$ cat config.mk
export PLATFORM = sky130hd
export DESIGN_NAME = uart_tx_fifo_flat
export DESIGN_NICKNAME = d
export VERILOG_FILES = /design/src/rtl/uart_tx_fifo_if.sv /design/src/rtl/uart_tx_fifo.sv /design/src/flat_wrapper.sv
export SDC_FILE = /design/constraint.sdc
export NUM_CORES = 1
export LEC_CHECK = 0
export CORE_MARGIN = 2
export CORE_UTILIZATION = 53
export DETAILED_ROUTE_END_ITERATION = 6
export PLACE_DENSITY = 0.8
export SYNTH_ARGS = -nofsm -noshare
export SYNTH_HDL_FRONTEND = slang
export SYNTH_SLANG_ARGS = --single-unit
$ cat constraint.sdc
create_clock -name clk -period 3.33 [get_ports clk]
set_clock_uncertainty 0.05 [all_clocks]
set_input_delay 0.333 -clock clk [delete_from_list [all_inputs] [get_ports clk]]
set_output_delay 0.333 -clock clk [all_outputs]
set_load 0.01 [all_outputs]
$ cat src/rtl/uart_tx_fifo_if.sv
// CPU request/response and UART request signals of the TX FIFO, bundled for port hookup.
// slave is the FIFO's view; master is the CPU/UART side that surrounds it.
interface uart_tx_fifo_if;
   logic        cpu_req_valid;
   logic        cpu_req_ready;
   logic [7:0]  cpu_req_addr;
   logic        cpu_req_write;
   logic [31:0] cpu_req_data;
   logic [31:0] cpu_resp_data;
   logic        cpu_resp_valid;
   logic        cpu_resp_ready;
   logic        uart_req_valid;
   logic        uart_req_ready;
   logic [7:0]  uart_req_addr;
   logic        uart_req_write;
   logic [31:0] uart_req_data;

   modport slave (
      input  cpu_req_valid, cpu_req_addr, cpu_req_write, cpu_req_data, cpu_resp_ready,
      input  uart_req_ready,
      output cpu_req_ready, cpu_resp_data, cpu_resp_valid,
      output uart_req_valid, uart_req_addr, uart_req_write, uart_req_data
   );

   modport master (
      output cpu_req_valid, cpu_req_addr, cpu_req_write, cpu_req_data, cpu_resp_ready,
      output uart_req_ready,
      input  cpu_req_ready, cpu_resp_data, cpu_resp_valid,
      input  uart_req_valid, uart_req_addr, uart_req_write, uart_req_data
   );
endinterface

$ cat src/rtl/uart_tx_fifo.sv
// Byte FIFO between the CPU bus and the UART TX register, with a drain FSM and a STATUS register.
//   state   | meaning
//   S_IDLE  | no offer outstanding; leave when the FIFO holds a byte
//   S_ISSUE | head byte offered to the UART, held until accepted
//   S_GAP   | one dead cycle after acceptance so the UART's ready can fall
module uart_tx_fifo #(
   parameter int DEPTH = 16,
   parameter int PTR_W = 4
) (
   input logic           clk,
   input logic           reset,
   uart_tx_fifo_if.slave bus
);
   localparam logic [PTR_W:0] FULL_CNT  = (PTR_W + 1)'(DEPTH);
   localparam logic [31:0]    IDLE_RESP = 32'hdeadbeef;

   typedef enum logic [1:0] {
      S_IDLE  = 2'd0,
      S_ISSUE = 2'd1,
      S_GAP   = 2'd2
   } state_t;

   state_t           state;
   logic [7:0]       mem [DEPTH];
   logic [PTR_W-1:0] wr_ptr;
   logic [PTR_W-1:0] rd_ptr;
   logic [PTR_W:0]   count;
   logic             overflow;
   logic             uart_valid_q;
   logic [7:0]       uart_byte_q;
   logic             resp_valid_q;
   logic [31:0]      resp_data_q;

   logic        empty, full;
   logic        push, push_ok, pop, flush, status_rd;
   logic [31:0] status;

   assign empty     = (count == '0);
   assign full      = (count == FULL_CNT);
   assign push      = bus.cpu_req_valid & bus.cpu_req_write & (bus.cpu_req_addr == 8'h00);
   assign pop       = uart_valid_q & bus.uart_req_ready;
   // A pop in the same cycle frees the slot, so a push at full still lands.
   assign push_ok   = push & (~full | pop);
   assign flush     = bus.cpu_req_valid & bus.cpu_req_write & (bus.cpu_req_addr == 8'h0c)
                      & bus.cpu_req_data[0];
   assign status_rd = bus.cpu_req_valid & ~bus.cpu_req_write & bus.cpu_resp_ready
                      & (bus.cpu_req_addr == 8'h08);
   assign status    = (32'(count) << 8) | {29'd0, overflow, full, empty};

   assign bus.cpu_req_ready  = ~full;
   assign bus.cpu_resp_valid = resp_valid_q;
   assign bus.cpu_resp_data  = resp_data_q;
   assign bus.uart_req_valid = uart_valid_q;
   assign bus.uart_req_addr  = 8'h00;
   assign bus.uart_req_write = 1'b1;
   assign bus.uart_req_data  = {24'd0, uart_byte_q};

   always_ff @(posedge clk) begin
      if (!reset && !flush && push_ok) begin
         mem[wr_ptr] <= bus.cpu_req_data[7:0];
      end
   end

   always_ff @(posedge clk) begin
      if (reset) begin
         wr_ptr       <= '0;
         rd_ptr       <= '0;
         count        <= '0;
         overflow     <= 1'b0;
         state        <= S_IDLE;
         uart_valid_q <= 1'b0;
         uart_byte_q  <= '0;
         resp_valid_q <= 1'b0;
         resp_data_q  <= IDLE_RESP;
      end else begin
         resp_valid_q <= status_rd;
         resp_data_q  <= status_rd ? status : IDLE_RESP;
         if (flush) begin
            wr_ptr       <= '0;
            rd_ptr       <= '0;
            count        <= '0;
            overflow     <= 1'b0;
            state        <= S_IDLE;
            uart_valid_q <= 1'b0;
         end else begin
            if (push_ok) wr_ptr <= wr_ptr + 1'b1;
            if (push && !push_ok) overflow <= 1'b1;
            if (pop) rd_ptr <= rd_ptr + 1'b1;
            if (push_ok && !pop) count <= count + 1'b1;
            else if (pop && !push_ok) count <= count - 1'b1;

            unique case (state)
               S_IDLE: begin
                  if (!empty) begin
                     state        <= S_ISSUE;
                     uart_valid_q <= 1'b1;
                     uart_byte_q  <= mem[rd_ptr];
                  end
               end
               S_ISSUE: begin
                  if (bus.uart_req_ready) begin
                     state        <= S_GAP;
                     uart_valid_q <= 1'b0;
                  end
               end
               S_GAP: begin
                  state <= S_IDLE;
               end
               default: begin
                  state        <= S_IDLE;
                  uart_valid_q <= 1'b0;
               end
            endcase
         end
      end
   end
endmodule

$ cat src/flat_wrapper.sv
// flat-port wrapper written by rule: the top's interface ports become plain ports
module uart_tx_fifo_flat 
#(
   parameter int DEPTH = 16,
   parameter int PTR_W = 4
)
  (clk, reset, bus_cpu_req_valid, bus_cpu_req_addr, bus_cpu_req_write, bus_cpu_req_data, bus_cpu_resp_ready, bus_uart_req_ready, bus_cpu_req_ready, bus_cpu_resp_data, bus_cpu_resp_valid, bus_uart_req_valid, bus_uart_req_addr, bus_uart_req_write, bus_uart_req_data);
  uart_tx_fifo_if bus_i ();
  input logic clk;
  input logic reset;
  input wire logic [$bits(bus_i.cpu_req_valid)-1:0] bus_cpu_req_valid;
  input wire logic [$bits(bus_i.cpu_req_addr)-1:0] bus_cpu_req_addr;
  input wire logic [$bits(bus_i.cpu_req_write)-1:0] bus_cpu_req_write;
  input wire logic [$bits(bus_i.cpu_req_data)-1:0] bus_cpu_req_data;
  input wire logic [$bits(bus_i.cpu_resp_ready)-1:0] bus_cpu_resp_ready;
  input wire logic [$bits(bus_i.uart_req_ready)-1:0] bus_uart_req_ready;
  output wire logic [$bits(bus_i.cpu_req_ready)-1:0] bus_cpu_req_ready;
  output wire logic [$bits(bus_i.cpu_resp_data)-1:0] bus_cpu_resp_data;
  output wire logic [$bits(bus_i.cpu_resp_valid)-1:0] bus_cpu_resp_valid;
  output wire logic [$bits(bus_i.uart_req_valid)-1:0] bus_uart_req_valid;
  output wire logic [$bits(bus_i.uart_req_addr)-1:0] bus_uart_req_addr;
  output wire logic [$bits(bus_i.uart_req_write)-1:0] bus_uart_req_write;
  output wire logic [$bits(bus_i.uart_req_data)-1:0] bus_uart_req_data;
  assign bus_i.cpu_req_valid = bus_cpu_req_valid;
  assign bus_i.cpu_req_addr = bus_cpu_req_addr;
  assign bus_i.cpu_req_write = bus_cpu_req_write;
  assign bus_i.cpu_req_data = bus_cpu_req_data;
  assign bus_i.cpu_resp_ready = bus_cpu_resp_ready;
  assign bus_i.uart_req_ready = bus_uart_req_ready;
  assign bus_cpu_req_ready = bus_i.cpu_req_ready;
  assign bus_cpu_resp_data = bus_i.cpu_resp_data;
  assign bus_cpu_resp_valid = bus_i.cpu_resp_valid;
  assign bus_uart_req_valid = bus_i.uart_req_valid;
  assign bus_uart_req_addr = bus_i.uart_req_addr;
  assign bus_uart_req_write = bus_i.uart_req_write;
  assign bus_uart_req_data = bus_i.uart_req_data;
  uart_tx_fifo #(.DEPTH(DEPTH), .PTR_W(PTR_W)) u_core (.clk(clk), .reset(reset), .bus(bus_i));
endmodule
# ---- Yosys cells after proc, flatten, opt, wreduce, memory -nomap -nowiden
# Memory sizes are Yosys's and may differ from the RTL's. A register that Yosys moved wholly into a read port is not among the register bits.
# Cells that the tools add are included.
dict set report op_classes {
  add_sub_neg 4
  eq_ne 7
  mux 10
  bitwise_logic 17
  n_reduce_logical 18
}
# cell n
set op_table {}
lappend op_table {{$eq A8 B4 Y1 const B} 2}
lappend op_table {{$or A13 B3 Y13} 1}
lappend op_table {{$mux W5} 2}
lappend op_table {{$and A1 B1 Y1} 9}
lappend op_table {{$add A4 B1 Y4 const B} 2}
lappend op_table {{$logic_not A8 Y1} 1}
lappend op_table {{$not A1 Y1} 6}
lappend op_table {{$reduce_and A3 Y1} 2}
lappend op_table {{$add A5 B1 Y5 const B} 1}
lappend op_table {{$eq A5 B5 Y1 const B} 1}
lappend op_table {{$logic_and A1 B1 Y1} 5}
lappend op_table {{$logic_not A5 Y1} 1}
lappend op_table {{$sub A5 B1 Y5 const B} 1}
lappend op_table {{$logic_not A1 Y1} 4}
lappend op_table {{$mux W1} 4}
lappend op_table {{$mux W2} 2}
lappend op_table {{$ne A2 B2 Y1 const B} 2}
lappend op_table {{$pmux W2 S2} 1}
lappend op_table {{$reduce_or A2 Y1} 2}
lappend op_table {{$pmux W1 S3} 1}
lappend op_table {{$eq A2 B1 Y1 const B} 1}
lappend op_table {{$eq A2 B2 Y1 const B} 1}
lappend op_table {{$logic_not A2 Y1} 1}
lappend op_table {{$reduce_and A2 Y1} 1}
lappend op_table {{2 further kinds} 2}
dict set report word_totals {
  regBits 50
  ram_bits 128
  inputBits 46
  elab_cells 65
  n_memories 1
}
# name words word_bits read_ports rd_clocked_by_memory_dff write_ports line
set mem_list {}
lappend mem_list {u_core.mem 16 8 1 1 1 uart_tx_fifo.sv:24} ;# logic [7:0] mem [DEPTH];

# ---- Logic depth before layout (Yosys ltp)
dict set report logic_depth {
  depth_word 8
  ltp_mapped 13
  mapped_depth_nobuf 12
}

# ---- Worst setup path before layout
# Ideal clock, no wire load.
dict set report synth_timing {
  path_kind {input to register}
  start {input bus_cpu_req_addr[5]}
  end {register u_core.count[4]}
  setup_ps 70
  arrival_time_ps 2815
  path_slack_ps 394
  stages 13
  n_path_buf 1
  path_cell_list {nor4_4 > and4_1 > buf_6 > nand2_1 > inv_1 > ha_1 > inv_1 > ha_1 > nor2b_1 > o21a_1 > or3_1 > a2111oi_0 > o21bai_1}
}
dict set report synth_via {
  elab_chain_cells 6
  elab_cells_between_ends 12
  cone_classes {1 x eq/ne; 1 x mux; 4 x bitwise; 6 x reduce/logical}
}
# item line
set synth_lines {}
lappend synth_lines {{from (decl)} flat_wrapper.sv:12} ;# input wire logic [$bits(bus_i.cpu_req_addr)-1:0] bus_cpu_req_addr;
lappend synth_lines {{$logic_not A8 Y1 (*)} uart_tx_fifo.sv:40} ;# assign push = bus.cpu_req_valid & bus.cpu_req_write & (bus.cpu_req_addr == 8'h00);
lappend synth_lines {{$and A1 B1 Y1 (*)} uart_tx_fifo.sv:40}
lappend synth_lines {{$and A1 B1 Y1 (*)} uart_tx_fifo.sv:43} ;# assign push_ok = push & (~full | pop);
lappend synth_lines {{via u_core.push_ok} uart_tx_fifo.sv:35} ;# logic push, push_ok, pop, flush, status_rd;
lappend synth_lines {{$logic_not A1 Y1} uart_tx_fifo.sv:90} ;# else if (pop && !push_ok) count <= count - 1'b1;
lappend synth_lines {{$logic_and A1 B1 Y1} uart_tx_fifo.sv:90}
lappend synth_lines {{$reduce_bool A2 Y1 (no source line)} -}
lappend synth_lines {{to (signal assigned)} uart_tx_fifo.sv:89} ;# if (push_ok && !pop) count <= count + 1'b1;
lappend synth_lines {{to (signal assigned)} uart_tx_fifo.sv:90}
lappend synth_lines {{to (decl)} uart_tx_fifo.sv:27} ;# logic [PTR_W:0] count;
# Mark *: on every way through the listed nets, which the timed path passes. The rest lies on a longest branch.
# A chain may end at the register's enable or synchronous reset.

# ---- Worst setup path after layout
# Same ends and word-level chain as after synthesis.

==> impl_results.md <==
* Synth area leaders: edfxtp_1, dfxtp_1, buf_4, mux4_2, mux2i_1
* CTS clk-pin slew, worst paths at 0.06 ns
* Final min period at 3.03 ns
* Skew-Pair Late Insertion Delay at 0.42 ns
* Total gr overflow at 0
* Buffers on Ports at between 50 and 60
* Total Wirelength at 13700 µm
* R2r startpoint: u_core.count[0]$_SDFFE_PP0P_
* Die footprint at ~0.014 mm²
* Post-Syn Area at 0.00704 mm²
* Number of synthesized flops with an enable pin at 128
* Count of state elements after synthesis at about 160
* Fin cells at 708
* Antenna violations before repair at 0
* Hold Path Class: register to register
* CTS tree: yes
* Clock sink total at 163
* Remaining DRCs at 0
* Area leader, netlist: edfxtp_1
* Fin crit share at 90.9%
* Die height at 119 µm
* Worst slew pin tran at 0.793 ns
* Hold buffer count at cts at 0
* I/O pin total at 122
* Register area at 0.00455 mm²
* Status: completed
* Gpl congestion at 0.806
* Max-Cap Viols at 0
* Per-cell routed wire length at between 15 and 20 µm
* DRT iter0 DRCs at 331
* Number of fill cells at between 900 and 1000
* Critical path peak fanout at 4
* Area Overhead vs Synth at 14.8%
* Total CTS buffers at 17
* Max clock buf depth at 2
* Yosys Warn Count at 0
* RSZ-0062 raised after global routing: false
* Setup violators final at 0
* Clock Power Share at between 30% and 40%
* Root Buffer: clkbuf_16
* Vias in the first global route at between 3000 and 4000
* Vias at 3869
* Core Area at 0.0131 mm²
* Startpoint types: primary input
* Post-CTS Resized at 0
* Seq/Total Area, Yosys at 64.5%
* Multi-input gate area at 0.00206 mm²
* Top FF cell, synth: edfxtp_1
* Tot GR Track Use at 20.7%
* Gate power share at between 10% and 20%
* Share of cells above drive strength 1 at 16.5%
* Postcts setup bufs at 0
* Starting Density at 53.8%
* Die span in x at 119 µm
* Synth cell types at 44
* Asr flop ratio synth at 0%
* CP endpoint kind: register
* First-pass GRT wire length at approximately 22000 µm
* Switching power at 0.00127 W
* Synth Instances at between 400 and 500
* Post-DP HPWL at 8810 µm
* CP arrival at 3.33 ns
* Hold WS at 0.395 ns
* Ant diodes at 0
* Largest net degree at the start of global routing at 24
* Max-slew violation count at 0
* Rel. slew slack at between 40% and 50%
* Switch share at 26.3%
* Cell count after placement at 676
* WS Path Type: primary input to register
* Flop pwr share at between 40 and 50%
* Worst EP required at 3.63 ns
* DR pass1 iterations at 5
* Power per cell area at a little under 600 mW/mm²
* Max H-tree Level at 4
* Pint at 0.00356 W
* # rows at 42
* Via/cell ratio at 5.46
* Crit path launch: bus_cpu_req_addr[5]
* VDD IR-drop max at 0.366 mV
* Antenna Nets Post-Route at 0
* Avg Cell Area, Syn at about 15 µm²
* Final Net Count at 576
* Synth top area share at 54.6%
* Final hold violations at 0
* Lkg Pwr at 2.68 nW
* Max Clk Rate at 0.330 GHz
* HP Start: u_core.overflow$_SDFFE_PP0P_
layer usage:
| layer | global-route usage [%] | up-vias | share of wire [%] |
|---|---|---|---|
| met4 | 8.04 | 0 | 1.8 |
| met2 | 36.3 | 154 | 54 |
| met5 | 0 | - | 0 |
| li1 | - | 1750 | - |
| met1 | 26.1 | 1945 | 40 |
| met3 | 3.02 | 20 | 5.0 |
cell families (layout without fill, tap and decap cells):
family / after synthesis / after routing / share of synthesized area, %
xor+xnor: 9 / 9 / 1.12
flops: 163 / 163 / 64.5
other cells: 2 / 40 / 0.107
compound gates: 43 / 43 / 5.01
simple gates: 104 / 104 / 8.37
buf+inv: 84 / 111 / 8.24
mux: 51 / 51 / 10.6
fa+ha+maj: 11 / 11 / 2.06
power by group through the flow:
| stage | Combinational (W) | Sequential (W) | Clock, W |
|---|---|---|---|
| detailed placement | 0.000679 | 0.00238 | 0 |
| CTS | 0.000686 | 0.00234 | 0.00183 |
| floorplan | 0.000482 | 0.00239 | 0 |
| global route | 0.000745 | 0.00234 | 0.00192 |
| global placement | 0.000657 | 0.00237 | 0 |
| finish | 0.000679 | 0.00234 | 0.00181 |
cell type report:
class	count	area share (%)
Sequential cell	163	56.2
Clock buffer	18	5.31
Clock inverter	14	1.53
Tap cell	176	2.72
Inverter	8	0.371
Multi-Input combinational cell	258	25.5
Timing Repair Buffer	71	8.36
worst paths after layout:
path                                                                to  slack (ns)  cells after the start
worst max-delay path                      u_core.count[4]$_SDFFE_PP0P_        0.30                     13
worst min-delay path            u_core.bus.cpu_resp_data[2]$_SDFF_PP1_        0.39                      1
worst max register to register            u_core.count[4]$_SDFFE_PP0P_        0.31                     12
worst min register to register  u_core.bus.cpu_resp_data[2]$_SDFF_PP1_        0.39                      1
registers in the layout, indices dropped and copies added (netlist names):
register	count
u_core.bus.cpu_resp_valid	1
u_core.count	5
u_core.uart_byte_q	8
u_core.overflow	1
u_core.wr_ptr	4
u_core.bus.uart_req_valid	1
u_core.mem	128
u_core.bus.cpu_resp_data	9
u_core.state	2
u_core.rd_ptr	4
through the flow:
stage,setup TNS (ns),area (µm²),setup WS [ns],utilization [%],power (W)
after CTS,0,8090,0.298,61.8,0.00485
after global routing,0,8090,0.0316,61.8,0.00500
after floorplan,0,7190,0.394,-,0.00287
after global placement,0,7530,0.0805,57.6,0.00303
final,0,8090,0.304,61.8,0.00483
after detailed placement,-0.0343,7530,-0.0343,57.6,0.00306
Yosys cell counts (2+ instances only):
cell type and count:
buf_4 60, mux2i_1 26, mux2_2 7, nor3_1 2, nor2b_1 2, nand2b_1 6, nand4_1 2, nor3b_2 3
inv_1 7, o21ai_0 3, nand2_1 27, a21oi_1 14, buf_2 7, nand3_1 8, o2111ai_1 7, clkbuf_1 5
and3_1 3, a311oi_2 7, buf_6 2, xor2_1 8, dfxtp_1 35, nor2_1 26, mux4_2 18, edfxtp_1 128
ha_1 10, and2_1 17, o221ai_1 7, conb_1 2, nor4_4 3
worst max-delay path: stages:
cell	delay [ns]
clkdlybuf4s50_1	0.44
nor4_4	0.31
and4_1	0.29
nand2_1	0.09
inv_1	0.06
ha_1	0.16
inv_1	0.10
ha_1	0.32
nor2b_1	0.14
o21a_1	0.17
or3_1	0.32
a2111oi_0	0.41
o21bai_1	0.17
cells in the final DEF (no fill, tap or decap), drive strengths merged, types with 17 or more instances in the layout:
master / count
edfxtp: 128
clkdlybuf4s50: 57
conb: 40
dfxtp: 35
nand2: 27
nor2: 26
mux2i: 26
mux4: 18
clkbuf: 18
and2: 17
Note: power is estimated with default switching activity, not from simulation.
==> variant 1, RTL diff (same flow settings) <==
`DEPTH` is set to 16 in 2 places; all go to 32.
--- a/src/rtl/uart_tx_fifo.sv
+++ b/src/rtl/uart_tx_fifo.sv
@@ -4,7 +4,7 @@
 //   S_ISSUE | head byte offered to the UART, held until accepted
 //   S_GAP   | one dead cycle after acceptance so the UART's ready can fall
 module uart_tx_fifo #(
-   parameter int DEPTH = 16,
+   parameter int DEPTH = 32,
    parameter int PTR_W = 4
 ) (
    input logic           clk,
--- a/src/flat_wrapper.sv
+++ b/src/flat_wrapper.sv
@@ -1,7 +1,7 @@
 // flat-port wrapper written by rule: the top's interface ports become plain ports
 module uart_tx_fifo_flat 
 #(
-   parameter int DEPTH = 16,
+   parameter int DEPTH = 32,
    parameter int PTR_W = 4
 )
   (clk, reset, bus_cpu_req_valid, bus_cpu_req_addr, bus_cpu_req_write, bus_cpu_req_data, bus_cpu_resp_ready, bus_uart_req_ready, bus_cpu_req_ready, bus_cpu_resp_data, bus_cpu_resp_valid, bus_uart_req_valid, bus_uart_req_addr, bus_uart_req_write, bus_uart_req_data);
Formal check against the unedited RTL: not equivalent (Yosys sat finds a counterexample within 4 cycles, from zero or initial values and one cycle with reset high).
==> variant 1 against the original RTL <==
Total power grew 4.1%; first-iteration DRC count rose by 39%; critical path depth unchanged; final cell count down 0.14%; final area up 0.34%; largest cell class unchanged; count of clock-buffer cells in the layout is the same; wire length rose by 4.7%; via count grew 1.1%; highest routed layer unchanged; setup slack better by 0.067 ns; area after synthesis decreased by 2.1%; sequential cell count down 1.
==> variant 1: results (changes against the original RTL) <==
- Cell count after synthesis: 458 (-1.9%)
- Sequential-to-total area share from yosys stat: 65.60% (+1.1 points)
- Main flop type after synthesis: edfxtp_1
- Asr flop ratio synth: 0% (unchanged)
- Peak supply drop: 0.0003909 V (+6.9%)
- PostCTS Resize Cnt: 0 (unchanged)
- Critical Path Max Stage Delay: 0.47 ns (+0.03 ns)
- CTS clk-pin slew, worst paths: 0.07 ns
- # fillers: 864 (-6.3%)
- Dominant cells by area after synthesis: edfxtp_1, dfxtp_1, buf_4
- Synth unique cells: 45 (+2.3%)
- Dpl ws: -0.01625 ns (+0.01806 ns)
- Max reg flops: 128 (unchanged)
- Drt initial violations: 459 (+39%)
- Number of flops mapped to enable cells by yosys: 128 (unchanged)
- Inst Count DP: 675 (-0.15%)
- RePlAce Congestion: 0.7858 (-2.5%)
- CP max FO: 3 (-1)
- Worst-margin pin slew: 1.097 ns (+0.3038 ns)
- Setup bufs post-CTS: 0 (unchanged)
- Worst skew pair latency: 0.43 ns
- Top reg by flops: u_core.mem
- Num CTS Buffers: 17 (unchanged)
- Endpoints failing hold: 0 (unchanged)
- Xor/xnor share of the synthesized area: 1.143% (+0.024 points)
- Max-slew violations: 0 (unchanged)
- Root buffer cell: clkbuf_16
- Top cells by count, synth: edfxtp_1, buf_4, nor2_1
- HPWL after DPL: 9100 um (+3.3%)
- HP Class: flip-flop to flip-flop
- Number of global-route vias before repair: 3,928 (+1.7%)
- Worst EP arrival: 3.25 ns (-0.08 ns)
- Drt via density: 5.530 (+1.2%)
- Port Buffers: 57 (unchanged)
- Initial antenna violation count: 0 (unchanged)
- Leak: 2.715 nW (+1.5%)
- Status: finished clean
- Post-synthesis compound-gate area fraction: 4.880% (-0.13 points)
- DR pass1 iterations: 5 (unchanged)
- Number of antenna diodes: 0 (unchanged)
- Synth Area in Adders: 1.923% (-0.14 points)
- First-pass GRT wire length: 21,980 um (+1.2%)
- Max clock buf depth: 2 (unchanged)
- Slowest CP cell: clkdlybuf4s50_1
- GRT Total Usage: 21.43% (+0.68 points)
- NumNets Final: 578 (+0.35%)
- Share of cells above drive strength 1: 18.88% (+2.3 points)
- Final Non-Filler Cells: 707 (-0.14%)
- H-tree depth: 4 (unchanged)
- YS warnings: 0 (unchanged)
- Largest net degree at the start of global routing: 29 (+21%)
- Routed wire length: 14,400 um (+4.7%)
- Mux cell area share after synthesis: 11.08% (+0.51 points)
==> variant 1: changes by cell type after synthesis, moves of 5 or more <==
cell      before  now
and2_1        17    2
or2_2          0    5
nor3_1         2    8
a311oi_2       7    2
nand2_1       27   20
nor2_1        26   35
nand3_1        8    3
a311oi_1       0    5
==> variant 1: worst max-delay path: cells and delay by family <==
| kind | cells | cell delay, ns |
|---|---|---|
| buffers and inverters | 3 | 0.70 |
| adders and majority gates | 2 | 0.54 |
| xor gates and xnor gates | 1 | 0.10 |
| and+or+nand+nor | 3 | 0.86 |
| AOI/OAI and AO/OA | 4 | 0.70 |
==> variant 1: path summary, 6_finish.rpt <==
kind | start | to | slack (ns) | cells past startpoint
max | bus_cpu_req_valid | u_core.count[4] | 0.37 | 13
min | u_core.overflow | u_core.bus.cpu_resp_data[2] | 0.44 | 1
max reg2reg | u_core.count[0] | u_core.count[4] | 0.61 | 12
min reg2reg | u_core.overflow | u_core.bus.cpu_resp_data[2] | 0.44 | 1
==> variant 1: routing by layer <==
| metal | routed length [um] | global-route usage (%) |
|---|---|---|
| met2 | 7191 | 35.40 |
| met4 | 441 | 8.886 |
| met3 | 1001 | 6.008 |
| met1 | 5766 | 26.60 |
| met5 | 0 | 0 |
==> variant 1: per-stage QoR <==
step / hold WS (ns) / TNS (ns) / instance area (sq um)
global placement: 0.3833 / 0 / 7511
CTS: 0.4365 / 0 / 8113
global route: 0.4484 / 0 / 8113
floorplan: 0.3677 / 0 / 7039
finish: 0.4369 / 0 / 8113
detailed placement: 0.3941 / -0.01625 / 7511
==> variant 1: power by group <==
part / internal [mW] / leakage, nW / switching (mW)
clock network: 1.13 / 0.286 / 0.847
registers: 2.26 / 1.43 / 0.0817
logic: 0.337 / 1.00 / 0.370
total: 3.73 / 2.72 / 1.30
==> variant 1: cell type report <==
| class | instances | area share, % |
|---|---|---|
| tap | 172 | 2.653 |
| inverter | 6 | 0.2776 |
| timing repair buffer | 85 | 9.778 |
| multi-input combinational | 250 | 24.09 |
| clock inverter | 14 | 2.128 |
| sequential | 162 | 55.78 |
| clock buffer | 18 | 5.290 |
==> variant 1: logic make-up (layout without fill, tap and decap cells) <==
group,count (synthesis),count (layout)
adders and majority gates,10,10
DFF,162,162
AOI/OAI and AO/OA,44,44
and+or+nand+nor,94,94
other,2,40
xor gates and xnor gates,9,9
buffers and inverters,84,123
muxes,53,53
==> variant 2, RTL diff (same flow settings) <==
Without the edit above. Make the reset (`reset`) asynchronous in one clocked block.
--- a/src/rtl/uart_tx_fifo.sv
+++ b/src/rtl/uart_tx_fifo.sv
@@ -61,7 +61,7 @@
       end
    end
 
-   always_ff @(posedge clk) begin
+   always_ff @(posedge clk or posedge reset) begin
       if (reset) begin
          wr_ptr       <= '0;
          rd_ptr       <= '0;
Function: differs if reset is asserted again (counterexample within 4 cycles, from zero or initial values and one cycle with reset high); with reset held inactive, the same outputs for 4 cycles.
==> variant 2 against the original RTL <==
Setup slack improved by 0.032 ns; sequential cell count did not move; sequential share of layout area rose by 0.51 points; final area increased by 3.1%; final cell count increased by 1.6%; area after synthesis up 1.0%; first-iteration DRC count rose by 14%; wire length shrank 0.15%.
Power is not compared: it rests on default switching activity, and its combinational part moved more than twofold at a synthesized area within 25%.
==> variant 2: results (changes against the original RTL) <==
- RePlAce Congestion: 0.7582 (-5.9%)
- Hold Crit Start: u_core.overflow
- Clock network share of area: 7.097% (+0.26 points)
- Met2 Routed Length: 7094 um (-3.9%)
- Asr flop ratio synth: 21.47% (+21 points)
- R2r endpoint: u_core.count[4]
- Met2 Usage GRT: 34.25% (-2.1 points)
- M3 GR Usage: 4.753% (+1.7 points)
- HPWL after DPL: 8928 um (+1.4%)
- Cell count after synthesis: 462 (-1.1%)
- Final Total Pwr: 6.070 mW
- Non-clk buf share: 9.542% (+1.2 points)
- Inst Count DP: 687 (+1.6%)
- Dpl ws: -0.08684 ns (-0.05253 ns)
- Clock buffers: 19 (+1)
- Fraction of area in multi-input gates: 23.68% (-1.8 points)
- Met1 usage: 26.34% (+0.22 points)
- Drt initial violations: 377 (+14%)
- Top cells by count, synth: edfxtp_1, buf_4, nor2_1
- Bufs w/o clock: 87 (+23%)
- Synth unique cells: 46 (+4.5%)
- Seq area share: 56.73% (+0.51 points)
- Sequential-to-total area share from yosys stat: 66.46% (+1.9 points)
- Critical Path Max Stage Delay: 0.48 ns (+0.04 ns)
- Status: finished clean
- Dominant cells by area after synthesis: edfxtp_1, dfrtp_1, mux4_2
- CP max FO: 5 (+1)
- Xor/xnor share of the synthesized area: 0.9845% (-0.13 points)
- Placed cell area: 7747 sq um (+2.9%)
- #MultiIn Comb: 254 (-1.6%)
- Inverters, non-clock: 7 (-1)
- Met3 WL: 924 um (+35%)
- Slowest CP cell: fa_1
- Synth Area in Adders: 2.039% (-0.021 points)
- GRT Total Usage: 20.44% (-0.30 points)
- Worst setup path startpoint: bus_cpu_req_valid
- Mux cell area share after synthesis: 11.48% (+0.91 points)
- DR WL/cell: 19.09 um (-1.7%)
- Reg2reg start: u_core.count[0]
- M1 WL: 5581 um (+2.7%)
-- variant 2: worst min-delay path by stage --
stage                                   to  slack [ns]  cells past startpoint
5_1_grt        u_core.bus.cpu_resp_data[2]        0.46                      1
3_5_place_dp   u_core.bus.cpu_resp_data[2]        0.42                      1
3_3_place_gp   u_core.bus.cpu_resp_data[2]        0.41                      1
4_1_cts        u_core.bus.cpu_resp_data[2]        0.44                      1
6_report       u_core.bus.cpu_resp_data[2]        0.43                      1
2_1_floorplan             u_core.mem[0][0]        0.38                      0
-- variant 2: worst reg2reg max path, stage by stage, from the launching register on --
cell     delay (ns)
dfrtp_1        0.47
nor4_4         0.45
nand3_4        0.17
nand2_2        0.11
inv_2          0.06
ha_1           0.20
inv_1          0.18
ha_1           0.29
a21o_1         0.17
a21oi_1        0.18
xnor2_1        0.11
or3_1          0.30
a21oi_1        0.15
